**src/rtl/kmeans_center_update_pkg.sv**
```systemverilog
// Shared constants, width derivation and FSM encoding for the center-update block.
package kmeans_center_update_pkg;

  localparam int unsigned NUM_CLUSTERS = 8;
  localparam int unsigned CID_W        = 3;
  localparam int unsigned NUM_SLOTS    = 2 * NUM_CLUSTERS;
  localparam int unsigned SLOT_W       = 4;

  // Accumulator width: a coordinate times the largest point count must fit.
  function automatic int unsigned sum_width(input int unsigned width, input int unsigned cnt_w);
    return width + cnt_w;
  endfunction

  typedef enum logic [1:0] {
    ST_IDLE    = 2'd0,
    ST_ACCUM   = 2'd1,
    ST_DIVIDE  = 2'd2,
    ST_PUBLISH = 2'd3
  } state_t;

endpackage

```
**src/rtl/kmeans_center_update_seq_divider.sv**
```systemverilog
// Restoring divider: one quotient bit per cycle, the first bit is produced on the load edge,
// so the quotient is final and done pulses SUM_W cycles after load.
module seq_divider #(
  parameter int unsigned SUM_W = 24,
  parameter int unsigned CNT_W = 16,
  parameter int unsigned Q_W   = 8
) (
  input  logic             clk,
  input  logic             rst,
  input  logic             load,
  input  logic [SUM_W-1:0] dividend,
  input  logic [CNT_W-1:0] divisor,
  output logic [Q_W-1:0]   quotient,
  output logic             done
);

  localparam int unsigned CTR_W = $clog2(SUM_W + 1);

  logic [CNT_W-1:0] rem_q;
  logic [SUM_W-1:0] quo_q;
  logic [CNT_W-1:0] dvs_q;
  logic [CTR_W-1:0] cnt_q;
  logic             done_q;

  logic [CNT_W-1:0] src_rem;
  logic [SUM_W-1:0] src_quo;
  logic [CNT_W-1:0] src_dvs;
  logic [CNT_W:0]   shifted;
  logic             fits;
  logic [CNT_W-1:0] rem_nxt;
  logic [SUM_W-1:0] quo_nxt;

  // One restoring step, fed from the operands on load and from the partial state otherwise.
  always_comb begin
    src_rem = load ? '0       : rem_q;
    src_quo = load ? dividend : quo_q;
    src_dvs = load ? divisor  : dvs_q;
    shifted = {src_rem, src_quo[SUM_W-1]};
    fits    = (shifted >= {1'b0, src_dvs});
    rem_nxt = fits ? CNT_W'(shifted - {1'b0, src_dvs}) : shifted[CNT_W-1:0];
    quo_nxt = {src_quo[SUM_W-2:0], fits};
  end

  // Iteration state and end-of-division pulse.
  always_ff @(posedge clk) begin
    if (rst) begin
      rem_q  <= '0;
      quo_q  <= '0;
      dvs_q  <= '0;
      cnt_q  <= '0;
      done_q <= 1'b0;
    end else if (load) begin
      rem_q  <= rem_nxt;
      quo_q  <= quo_nxt;
      dvs_q  <= divisor;
      cnt_q  <= CTR_W'(SUM_W - 1);
      done_q <= 1'b0;
    end else if (cnt_q != '0) begin
      rem_q  <= rem_nxt;
      quo_q  <= quo_nxt;
      cnt_q  <= cnt_q - CTR_W'(1);
      done_q <= (cnt_q == CTR_W'(1));
    end else begin
      done_q <= 1'b0;
    end
  end

  assign quotient = quo_q[Q_W-1:0];
  assign done     = done_q;

endmodule

```
**src/rtl/kmeans_center_update.sv**
```systemverilog
// Accumulates per-cluster sums/counts over a pass, divides them into new centers on one
// shared divider, and publishes all centers together with a one-cycle updateCenters pulse.
module kmeans_center_update
  import kmeans_center_update_pkg::*;
#(
  parameter int unsigned WIDTH = 8,
  parameter int unsigned CNT_W = 16
) (
  input  logic             clk,
  input  logic             rst,
  input  logic             init_we,
  input  logic [CID_W-1:0] init_idx,
  input  logic [WIDTH-1:0] init_x,
  input  logic [WIDTH-1:0] init_y,
  input  logic             start,
  input  logic             pt_valid,
  input  logic [WIDTH-1:0] pt_x,
  input  logic [WIDTH-1:0] pt_y,
  input  logic [CID_W-1:0] pt_cluster,
  input  logic             pass_end,
  output logic [WIDTH-1:0] center0x,
  output logic [WIDTH-1:0] center1x,
  output logic [WIDTH-1:0] center2x,
  output logic [WIDTH-1:0] center3x,
  output logic [WIDTH-1:0] center4x,
  output logic [WIDTH-1:0] center5x,
  output logic [WIDTH-1:0] center6x,
  output logic [WIDTH-1:0] center7x,
  output logic [WIDTH-1:0] center0y,
  output logic [WIDTH-1:0] center1y,
  output logic [WIDTH-1:0] center2y,
  output logic [WIDTH-1:0] center3y,
  output logic [WIDTH-1:0] center4y,
  output logic [WIDTH-1:0] center5y,
  output logic [WIDTH-1:0] center6y,
  output logic [WIDTH-1:0] center7y,
  output logic             updateCenters,
  output logic             busy
);

  localparam int unsigned SUM_W = sum_width(WIDTH, CNT_W);

  state_t state_q, state_nxt;

  logic [SUM_W-1:0]  sum_x [NUM_CLUSTERS];
  logic [SUM_W-1:0]  sum_y [NUM_CLUSTERS];
  logic [CNT_W-1:0]  count [NUM_CLUSTERS];
  logic [WIDTH-1:0]  shadow_x [NUM_CLUSTERS];
  logic [WIDTH-1:0]  shadow_y [NUM_CLUSTERS];
  logic [WIDTH-1:0]  shadow_x_nxt [NUM_CLUSTERS];
  logic [WIDTH-1:0]  shadow_y_nxt [NUM_CLUSTERS];
  logic [WIDTH-1:0]  cen_x [NUM_CLUSTERS];
  logic [WIDTH-1:0]  cen_y [NUM_CLUSTERS];

  logic [SLOT_W-1:0] slot_q;
  logic              div_active_q;
  logic              update_q;
  logic              busy_q;

  logic [CID_W-1:0]  slot_cid;
  logic              slot_is_y;
  logic              slot_empty;
  logic [SUM_W-1:0]  div_dividend;
  logic [WIDTH-1:0]  div_quo;
  logic              div_done;
  logic              div_load_c;
  logic              slot_done_c;
  logic              shadow_we_c;

  // Slot decode: slot order is 0x, 0y, 1x, 1y, ... so the cluster is the upper slot bits.
  always_comb begin
    slot_cid     = slot_q[SLOT_W-1:1];
    slot_is_y    = slot_q[0];
    slot_empty   = (count[slot_cid] == '0);
    div_dividend = slot_is_y ? sum_y[slot_cid] : sum_x[slot_cid];
  end

  seq_divider #(
    .SUM_W (SUM_W),
    .CNT_W (CNT_W),
    .Q_W   (WIDTH)
  ) u_div (
    .clk      (clk),
    .rst      (rst),
    .load     (div_load_c),
    .dividend (div_dividend),
    .divisor  (count[slot_cid]),
    .quotient (div_quo),
    .done     (div_done)
  );

  // State register.
  always_ff @(posedge clk) begin
    if (rst) state_q <= ST_IDLE;
    else     state_q <= state_nxt;
  end

  // Next state and per-cycle divide-slot control.
  always_comb begin
    state_nxt   = state_q;
    div_load_c  = 1'b0;
    slot_done_c = 1'b0;
    shadow_we_c = 1'b0;
    case (state_q)
      ST_IDLE: begin
        if (start) state_nxt = ST_ACCUM;
      end
      ST_ACCUM: begin
        if (pass_end) state_nxt = ST_DIVIDE;
      end
      ST_DIVIDE: begin
        if (!div_active_q) begin
          if (slot_empty) slot_done_c = 1'b1;
          else            div_load_c  = 1'b1;
        end else if (div_done) begin
          shadow_we_c = 1'b1;
          slot_done_c = 1'b1;
        end
        if (slot_done_c && (slot_q == SLOT_W'(NUM_SLOTS - 1))) state_nxt = ST_PUBLISH;
      end
      ST_PUBLISH: begin
        state_nxt = ST_IDLE;
      end
      default: state_nxt = ST_IDLE;
    endcase
  end

  // Shadow next values: initial loads in IDLE, quotients at the end of each busy slot.
  always_comb begin
    shadow_x_nxt = shadow_x;
    shadow_y_nxt = shadow_y;
    if ((state_q == ST_IDLE) && init_we) begin
      shadow_x_nxt[init_idx] = init_x;
      shadow_y_nxt[init_idx] = init_y;
    end
    if (shadow_we_c) begin
      if (slot_is_y) shadow_y_nxt[slot_cid] = div_quo;
      else           shadow_x_nxt[slot_cid] = div_quo;
    end
  end

  // Datapath: accumulators, slot sequencing, shadows, published centers and status flags.
  always_ff @(posedge clk) begin
    if (rst) begin
      for (int i = 0; i < NUM_CLUSTERS; i++) begin
        sum_x[i]    <= '0;
        sum_y[i]    <= '0;
        count[i]    <= '0;
        shadow_x[i] <= '0;
        shadow_y[i] <= '0;
        cen_x[i]    <= '0;
        cen_y[i]    <= '0;
      end
      slot_q       <= '0;
      div_active_q <= 1'b0;
      update_q     <= 1'b0;
      busy_q       <= 1'b0;
    end else begin
      shadow_x <= shadow_x_nxt;
      shadow_y <= shadow_y_nxt;
      case (state_q)
        ST_IDLE: begin
          slot_q       <= '0;
          div_active_q <= 1'b0;
          if (init_we) begin
            cen_x[init_idx] <= init_x;
            cen_y[init_idx] <= init_y;
          end
          if (start) begin
            for (int i = 0; i < NUM_CLUSTERS; i++) begin
              sum_x[i] <= '0;
              sum_y[i] <= '0;
              count[i] <= '0;
            end
          end
        end
        ST_ACCUM: begin
          // A saturated count drops the point entirely so sum/count stay consistent.
          if (pt_valid && (count[pt_cluster] != '1)) begin
            sum_x[pt_cluster] <= sum_x[pt_cluster] + SUM_W'(pt_x);
            sum_y[pt_cluster] <= sum_y[pt_cluster] + SUM_W'(pt_y);
            count[pt_cluster] <= count[pt_cluster] + CNT_W'(1);
          end
        end
        ST_DIVIDE: begin
          if (div_load_c) div_active_q <= 1'b1;
          if (slot_done_c) begin
            div_active_q <= 1'b0;
            slot_q       <= slot_q + SLOT_W'(1);
          end
        end
        default: ;
      endcase
      // Copy the shadows including the final quotient written on this same edge.
      if (state_nxt == ST_PUBLISH) begin
        cen_x <= shadow_x_nxt;
        cen_y <= shadow_y_nxt;
      end
      update_q <= (state_nxt == ST_PUBLISH);
      busy_q   <= (state_nxt != ST_IDLE);
    end
  end

  assign updateCenters = update_q;
  assign busy          = busy_q;

  assign center0x = cen_x[0];
  assign center1x = cen_x[1];
  assign center2x = cen_x[2];
  assign center3x = cen_x[3];
  assign center4x = cen_x[4];
  assign center5x = cen_x[5];
  assign center6x = cen_x[6];
  assign center7x = cen_x[7];
  assign center0y = cen_y[0];
  assign center1y = cen_y[1];
  assign center2y = cen_y[2];
  assign center3y = cen_y[3];
  assign center4y = cen_y[4];
  assign center5y = cen_y[5];
  assign center6y = cen_y[6];
  assign center7y = cen_y[7];

endmodule

```
**config.mk**
```make
export PLATFORM = sky130hd
export DESIGN_NAME = kmeans_center_update
export DESIGN_NICKNAME = d
export VERILOG_FILES = /design/src/rtl/kmeans_center_update_pkg.sv /design/src/rtl/kmeans_center_update_seq_divider.sv /design/src/rtl/kmeans_center_update.sv
export SDC_FILE = /design/constraint.sdc
export NUM_CORES = 2
export LEC_CHECK = 0
export CAP_MARGIN = 25
export CORE_UTILIZATION = 40
export CTS_BUF_LIST = sky130_fd_sc_hd__clkbuf_4
export DETAILED_ROUTE_END_ITERATION = 16
export GPL_TIMING_DRIVEN = 0
export SLEW_MARGIN = 20
export SYNTH_ARGS = -nofsm -noshare
export SYNTH_HDL_FRONTEND = slang
export SYNTH_SLANG_ARGS = --single-unit
```
**constraint.sdc**
```tcl
create_clock -name clk -period 18.45 [get_ports clk]
set_input_delay 2.7675 -clock clk [delete_from_list [all_inputs] [get_ports clk]]
set_output_delay 2.7675 -clock clk [all_outputs]
set_load 0.01 [all_outputs]
```
==> out/metrics.csv <==
stage,metric,value,unit
clocking,clockBufferDepth,3,
critical_path,cp_data_arrival_time,10.38,ns
clocking,clock_sinks,842,
global_route,grt_first_pass_wirelength,241000,um
power_and_ir_drop,pwr-share-comb,0.190,
die,core-area,104000,um2
die,die_area,107000,um2
critical_path,path_cells,"clkdlybuf4s50_1, buf_6, buf_2, buf_2, buf_2, buf_1, clkbuf_1, a221oi_1, o21ai_0, ha_1, inv_1, fa_1, nor2b_1, o21ai_0, a21boi_0, o31ai_1, a21oi_1, nand4_1, xor2_1, nor2_1",
finish,final_nets,4312,
power_and_ir_drop,finalPower,0.00478,W
place,placed_cell_area,46000,um2
global_route,overflow,0,
power_and_ir_drop,p_leak,17.8,nW
sta,worst_slack,9.02,ns
detailed_routing,antenna_left,0,
yosys,syn_nets,3919,
yosys,netlist_area,42300,um2
job,maxCapViolCount,0,
clocking,cts_setup_buffers,0,
critical_path,crit_buf_inv,8,
sta,slew_viol_final,0,
die,rows,118,
die,die_w,327,um
global_route,grt_pass1_vias,34800,
critical_path,start_kind,input port,
hold_path,hold_path.class,flop to flop,
critical_path,critPathKind,input port to flop,
yosys,syn_avg_cell_area,11.0,um2
detailed_routing,viasPerCell,6.23,
finish,drive_above_1_share,0.183,
sta,hold_viol,0,
place,io_buffer_count,153,
detailed_routing,drt-pass1-iter-count,6,
sta,fmax,106,MHz
power_and_ir_drop,cellPowerDensity,97.8,nW/um2
yosys,synthArstFlopShare,0,
detailed_routing,drtIter0Drc,5208,
critical_path,cp-end-kind,flop,
yosys,synth_ff_type,edfxtp_1,
critical_path,cp_common_cell,buf_2,
critical_path,crit_slowest_cell,buf_1,
power_and_ir_drop,vdd_drop_max,0.0000541,V
finish,final_core_util,0.469,
clocking,clkLatencyLatePin,1.23,ns
sta,tns,0,ns
critical_path,cpPeakStageDelay,0.84,ns
global_route,grt_usage,0.310,
clocking,hold_buffers,0,
die,start_util,0.406,
clocking,cts_made_buffers,220,
yosys,ys_ff_latch,842,
sta,rsz0062_at_grt,no,
clocking,cts-root-buf,clkbuf_4,
yosys,synth_edf_count,512,
sta,relSlewSlack,0.195,
clocking,cts_tree,yes,
place,pre_cts_slack,8.03,ns
outcome,outcome,"finished, final reports clean",
sta,worst_slew_pin_slew,1.20,ns
detailed_routing,routedWlPerCell,29.2,um
power_and_ir_drop,p_int,0.00328,W
sta,fin_skew,0.0881,ns
critical_path,cp.required,19.40,ns
detailed_routing,wirelength,169000,um
clocking,ctsResizeCount,0,
detailed_routing,vias,36100,
power_and_ir_drop,power_frac_clock,0.351,
critical_path,critPathTopFamily,buffers and inverters,
critical_path,cp_max_fo,10,
die,die_y,327,um
finish,fin_area,48800,um2
yosys,netlist_instances,3836,
power_and_ir_drop,pwr-share-seq,0.459,
finish,area_growth,15.4,%
global_route,antenna_found_initial,7,
yosys,yosysSeqAreaShare,0.519,
sta,finalCriticalPeriod,9.43,ns
sta,post-route-period-util,0.511,
yosys,yosys_warnings,0,
sta,finalSetupViolCount,0,
power_and_ir_drop,p_sw,0.00150,W
yosys,yosysUniqueCellTypes,88,
power_and_ir_drop,p_sw_frac,0.314,
clocking,cts_max_level,4,
place,gp_congestion,0.938,
clocking,clkTransAtPathRegs,0.06,ns
die,ios,174,
global_route,grt_max_degree,36,
detailed_routing,drcViolationCount,0,
place,dp_hpwl,114000,um
[worst paths after layout]
check	from	to	slack [ns]	cells past startpoint
worst max-delay path	pt_cluster[0]	sum_y[6][20]	9.02	20
worst min-delay path	shadow_x[48]	shadow_x[48]	0.49	2
worst max register to register	flop	u_div.rem_q[1]	11.49	19
worst min register to register	shadow_x[48]	shadow_x[48]	0.49	2
[cells in the mapped netlist, types with 36 or more instances]
| master | count | area, um2 |
|---|---|---|
| ha_1 | 36 | 450 |
| a21o_1 | 50 | 375 |
| a21oi_1 | 65 | 325 |
| a21boi_0 | 85 | 638 |
| o21ai_0 | 43 | 215 |
| mux4_2 | 181 | 4080 |
| nor2_1 | 787 | 2950 |
| o31ai_1 | 88 | 661 |
| clkbuf_1 | 125 | 469 |
| nand2_1 | 495 | 1860 |
| a211oi_1 | 82 | 616 |
| buf_2 | 88 | 440 |
| a311oi_1 | 132 | 1160 |
| edfxtp_1 | 512 | 15400 |
| a221oi_1 | 46 | 403 |
| mux2i_1 | 104 | 1040 |
| dfxtp_1 | 330 | 6610 |
| mux2_2 | 59 | 664 |
[kinds of logic after synthesis]
family,count (synthesis),synth area share
fa+ha+maj,39,0.0121
flops,842,0.519
compound gates,721,0.130
xor+xnor,68,0.0144
buf+inv,354,0.0426
mux,350,0.140
simple gates,1462,0.141
[registers in the layout, summed over array words and instances (netlist names), 16 cells and up, named ones only]
| name | cells |
|---|---|
| count | 128 |
| shadow_x | 64 |
| u_div.rem_q | 16 |
| sum_x | 192 |
| u_div.quo_q | 24 |
| u_div.dvs_q | 16 |
| sum_y | 192 |
| shadow_y | 64 |
[tightest hold or removal path, delay by kind of cell, from the launching register on]
| family | cells | cell delay (ns) |
|---|---|---|
| AO/OA/AOI/OAI | 1 | 0.09 |
| flip-flops | 1 | 0.29 |
| AND/OR/NAND/NOR | 1 | 0.05 |
[layout make-up]
cell class                      instances  area, um2
Timing Repair Buffer                  171       1870
Sequential cell                       842      22000
Antenna cell                            8       20.0
Buffer                                325       1710
Clock inverter                         75        409
Multi-Input combinational cell       2640      18600
Fill cell                            9812      55400
Inverter                               29        109
Tap cell                             1380       1730
Clock buffer                          319       2390
[layer usage]
layer | GRT usage | wire (um) | vias to the layer above
met5 | 0 | 23 | -
met1 | 0.386 | 61100 | 17600
met3 | 0.0861 | 21300 | 581
met2 | 0.492 | 76900 | 2749
met4 | 0.160 | 9690 | 4
li1 | - | - | 15200
[power by group through the flow]
stage	Sequential (W)	Clock (W)	Combinational [W]
after detailed placement	0.00223	0	0.000886
after floorplan	0.00221	0	0.000589
after global placement	0.00224	0	0.000863
after global routing	0.00220	0.00179	0.000962
final	0.00219	0.00168	0.000910
after CTS	0.00219	0.00168	0.000890
[per-stage QoR]
stage / hold slack (ns) / cells
floorplan: 0.451 / 3836
global placement: 0.473 / 5369
detailed placement: 0.481 / 5384
CTS: 0.491 / 5778
global route: 0.506 / 5786
finish: 0.491 / 5789
[cell usage in the layout, fill, tap and decap left out, drive strengths merged, types with 85 or more instances in the layout]
cell type	instances
nor2	789
mux2i	104
a21boi	85
dfxtp	330
a311oi	132
nand2	495
mux4	187
clkbuf	461
clkdlybuf4s50	153
o31ai	89
edfxtp	512
buf	198
Note: power is estimated with default switching activity, not from simulation.
